**src/rtl/msk_state_loader.sv**
```systemverilog
// Collects a d-share masked state from a narrow word stream and presents it on a valid/ready port.
// Shares are written through a common per-slot enable and are never combined with each other.
module msk_state_loader #(
    parameter int d      = 2,
    parameter int WORD   = 32,
    parameter int NWORDS = 4
) (
    input  logic                      clk,
    input  logic                      rst,
    input  logic                      abort,
    input  logic                      in_valid,
    output logic                      in_ready,
    input  logic [d*WORD-1:0]         in_data,
    output logic                      out_valid,
    input  logic                      out_ready,
    output logic [d*WORD*NWORDS-1:0]  out_state,
    output logic                      busy
);

    localparam int SW = WORD * NWORDS;
    localparam int CW = (NWORDS > 1) ? $clog2(NWORDS) : 1;

    typedef enum logic [1:0] {
        ST_IDLE = 2'd0,
        ST_LOAD = 2'd1,
        ST_FULL = 2'd2
    } state_t;

    state_t              state_r;
    state_t              state_nxt_s;
    logic [CW-1:0]       cnt_r;
    logic [CW-1:0]       cnt_nxt_s;
    logic                accept_s;
    logic [NWORDS-1:0]   wr_en_s;
    logic [d*SW-1:0]     data_r;
    logic                out_valid_r;
    logic                busy_r;

    assign in_ready  = (state_r != ST_FULL);
    assign out_valid = out_valid_r;
    assign busy      = busy_r;
    assign out_state = data_r;

    // Next-state, word counter and per-slot write enables
    always_comb begin
        state_nxt_s = state_r;
        cnt_nxt_s   = cnt_r;
        accept_s    = in_valid & (state_r != ST_FULL);
        wr_en_s     = '0;
        if (abort) begin
            state_nxt_s = ST_IDLE;
            cnt_nxt_s   = '0;
        end else begin
            for (int k = 0; k < NWORDS; k++) begin
                wr_en_s[k] = accept_s && (cnt_r == CW'(k));
            end
            case (state_r)
                ST_IDLE: begin
                    if (accept_s) begin
                        if (NWORDS == 1) begin
                            state_nxt_s = ST_FULL;
                            cnt_nxt_s   = '0;
                        end else begin
                            state_nxt_s = ST_LOAD;
                            cnt_nxt_s   = CW'(1);
                        end
                    end else begin
                        state_nxt_s = ST_IDLE;
                    end
                end
                ST_LOAD: begin
                    if (accept_s) begin
                        if (cnt_r == CW'(NWORDS - 1)) begin
                            state_nxt_s = ST_FULL;
                            cnt_nxt_s   = '0;
                        end else begin
                            cnt_nxt_s = cnt_r + CW'(1);
                        end
                    end else begin
                        state_nxt_s = ST_LOAD;
                    end
                end
                ST_FULL: begin
                    if (out_ready) begin
                        state_nxt_s = ST_IDLE;
                    end else begin
                        state_nxt_s = ST_FULL;
                    end
                end
                default: begin
                    state_nxt_s = ST_IDLE;
                    cnt_nxt_s   = '0;
                end
            endcase
        end
    end

    // Control registers; status outputs are decoded from the next state so they come straight off flops
    always_ff @(posedge clk or posedge rst) begin
        if (rst) begin
            state_r     <= ST_IDLE;
            cnt_r       <= '0;
            out_valid_r <= 1'b0;
            busy_r      <= 1'b0;
        end else begin
            state_r     <= state_nxt_s;
            cnt_r       <= cnt_nxt_s;
            out_valid_r <= (state_nxt_s == ST_FULL);
            busy_r      <= (state_nxt_s != ST_IDLE);
        end
    end

    // Share storage: each word slot is enabled independently of the data it holds
    always_ff @(posedge clk or posedge rst) begin
        if (rst) begin
            data_r <= '0;
        end else begin
            for (int k = 0; k < NWORDS; k++) begin
                if (wr_en_s[k]) begin
                    for (int i = 0; i < d; i++) begin
                        data_r[i*SW + k*WORD +: WORD] <= in_data[i*WORD +: WORD];
                    end
                end
            end
        end
    end

endmodule
```
**config.mk**
```make
export PLATFORM = sky130hd
export DESIGN_NAME = msk_state_loader
export DESIGN_NICKNAME = d
export VERILOG_FILES = /design/src/rtl/msk_state_loader.sv
export SDC_FILE = /design/constraint.sdc
export NUM_CORES = 1
export LEC_CHECK = 0
export BUFFER_PORTS_ARGS = -buffer_cell sky130_fd_sc_hd__buf_2
export CORE_ASPECT_RATIO = 0.8
export CORE_MARGIN = 2
export CORE_UTILIZATION = 30
export DETAILED_ROUTE_END_ITERATION = 7
export PLACE_DENSITY_LB_ADDON = 0.1
export SLEW_MARGIN = 15
export SYNTH_ARGS = -nofsm -noshare
export SYNTH_HDL_FRONTEND = slang
export SYNTH_SLANG_ARGS = --single-unit
```
**constraint.sdc**
```tcl
create_clock -name clk -period 19.9 [get_ports clk]
set_input_delay 2.985 -clock clk [delete_from_list [all_inputs] [get_ports clk]]
set_output_delay 2.985 -clock clk [all_outputs]
set_load 0.01 [all_outputs]
```
==> qor.csv <==
metric;value;unit
status;finished clean;
Hold Crit Class;flip-flop to flip-flop;
clock sinks;262;
Fin Setup TNS;0;ns
nets@finish;985;
Cell Int Power;1.058;mW
Resize count post-CTS;0;
Mapped Nets;648;
Max Clock Freq;205.6;MHz
die footprint;34730;µm²
Critical Path, Cell by Cell;buf_2 > nor2b_1 > nand3_4 > buf_4 > mux2_1;
fin cells;1360;
Final HPWL DP;17.11;mm
first-pass GRT wire length;40.14;mm
worst-skew pair later-pin latency;0.54;ns
Worst slew margin;31.48;%
synthesized flop and latch total;262;
Crit path max-delay family;simple AND/OR/NAND/NOR gates;
Mapped Area;9973;µm²
FP Rows;59;
Final min period;4.864;ns
RSZ-0062 raised after global routing;false;
Post-CTS Setup Repair Bufs;0;
Clock Power Share;36.0;%
Setup violations, final;0;
IO buf count;327;
largest net degree at the start of global routing;123;
CP required;20.32;ns
post-synthesis sequential area ratio;65.74;%
logic gate share of total power;18.0;%
Die X;207.9;µm
Arr. time, crit path;5.28;ns
Synth Warn #;0;
Slowest cell on crit path;nor2b_1;
Hold WS;0.4806;ns
P_leak;6.737;nW
Avg WL per Cell;18.90;µm
routed wire length;25.71;mm
Syn-to-layout area delta;28.78;%
final antenna-violating net count;0;
Setup CP Type;primary input to flip-flop;
TritonCTS clock tree;built;
DP Cell Count;1309;
critical path's largest stage delay;0.62;ns
clock buffer depth;3;
worst-path fanout max;33;
Hold Vio Cnt, Final;0;
Final Skew;0.005898;ns
commonest non-fill, non-tap cell in the layout;buf_2;
Core Region;32630;µm²
cts bufs inserted;28;
htree depth;1;
hold_buf cts;0;
period utilization;24.44;%
Setup crit start kind;primary input;
share of post-route cells with drive strength above 1;42.92;%
DR vias;6099;
vias per inst;4.485;
Max Slew Vio Count;0;
pwr/cell area;113.4;nW/µm²
switch share;27.32;%
max-capacitance violation count;0;
Initial DRC Count;181;
Avg Synthesized Cell Area;17.34;µm²
Initial Utilization;30.57;%
Total Routing Usage GR;14.78;%
Root Driver;clkbuf_16;
Final GP Congestion;0.7238;
total gr overflow;0;
sequential power share;46.0;%
Buf+Inv Stages, Crit Path;2;
Die H;167.1;µm
fill count;3155;
initial antenna violation count;0;
crit path capture type;flip-flop;
Slew @ Worst Pin;1.028;ns
Switch Pwr;397.9;µW
most frequent cells in the layout;buf_2 (327), dfrtp_1 (262), mux2_1 (240);
Distinct cells, synth;20;
Ports;328;
vias in the first global route;6401;
Gate Count Post-Synth;575;
peak supply drop;0.05932;mV
Clock transition at path regs;0.06;ns
drt first pass iters;4;
Residual DRC;0;
## sequential cells by signal, summed over array words and instances, names as in the netlist
| register | cells |
|---|---|
| busy | 1 |
| cnt_r | 2 |
| out_state | 256 |
| out_valid | 1 |
| state_r | 2 |
## through the flow
stage / instance area, µm² / power, mW / utilization [%] / setup slack (ns)
after global placement: 11910 / 0.9464 / 36.51 / 14.45
after CTS: 12840 / 1.485 / 39.36 / 14.99
after global routing: 12840 / 1.537 / 39.36 / 14.89
after floorplan: 9973 / 0.8060 / - / 9.703
final: 12840 / 1.456 / 39.36 / 15.04
after detailed placement: 11910 / 0.9478 / 36.51 / 14.42
## cell usage after synthesis
cell       instances  share of area, %
a21oi_1            2              0.10
mux2_2            16               1.8
o21ai_0            4              0.20
nand3_4            4              0.70
nand3_1            1             0.050
and3_1             1             0.063
ha_1               4              0.50
nand2b_1           2              0.13
o21bai_1           1             0.075
or3b_2             1             0.088
nor2_1             3              0.11
a32oi_1            1             0.088
dfrtp_1          262                66
nand4b_1           1             0.088
inv_1              4              0.15
buf_6             24               2.7
o2bb2ai_1          1             0.088
mux2_1           240                27
nor2b_1            1             0.063
buf_4              2              0.15
## path summary, 6_finish.rpt
kind | from | endpoint | slack [ns] | cells after the start
max | in_valid | out_state[147] | 15.04 | 5
min | out_state[81] | out_state[81] | 0.48 | 1
max reg2reg | state_r[0] | out_state[88] | 17.36 | 4
min reg2reg | out_state[81] | out_state[81] | 0.48 | 1
max in group asynchronous | rst | out_state[23] | 15.64 | 3
min in group asynchronous | rst | out_state[46] | 2.56 | 2
## cells by family (layout without fill, tap and decap cells)
group | count (synthesis) | after routing | share of synthesized area, %
DFF | 262 | 262 | 65.74
muxes | 256 | 256 | 28.90
buffers and inverters | 30 | 387 | 3.011
and+or+nand+nor | 14 | 14 | 1.292
AOI/OAI and AO/OA | 9 | 9 | 0.5521
adders and majority gates | 4 | 4 | 0.5018
other | 0 | 1 | 0
## area by class of cell
class	instances	area, µm²	share of cell area, %
clock buffers	40	827.0	6.439
repair buffers	333	1682	13.09
inverters	4	22.52	0.1754
diodes	1	2.502	0.01948
clock inverters	10	102.6	0.7988
multi-input cells	283	3117	24.27
flip-flops and latches	262	6556	51.05
well taps	427	534.3	4.160
## power by group through the flow
stage | sequential [mW] | clock, mW | combinational, mW
floorplan | 0.725 | 0 | 0.0809
global placement | 0.678 | 0 | 0.268
detailed placement | 0.679 | 0 | 0.268
CTS | 0.671 | 0.546 | 0.269
global route | 0.683 | 0.567 | 0.286
finish | 0.670 | 0.524 | 0.262
## metal layers
metal  vias up  wire length, µm  global-route usage [%]
met4         0              530                   3.669
met1      3126            11930                   20.77
li1       2722                -                       -
met5         -                0                       0
met3        43             2084                   5.073
met2       208            11160                   21.84
No activity file was read; power rests on OpenSTA's default activity.
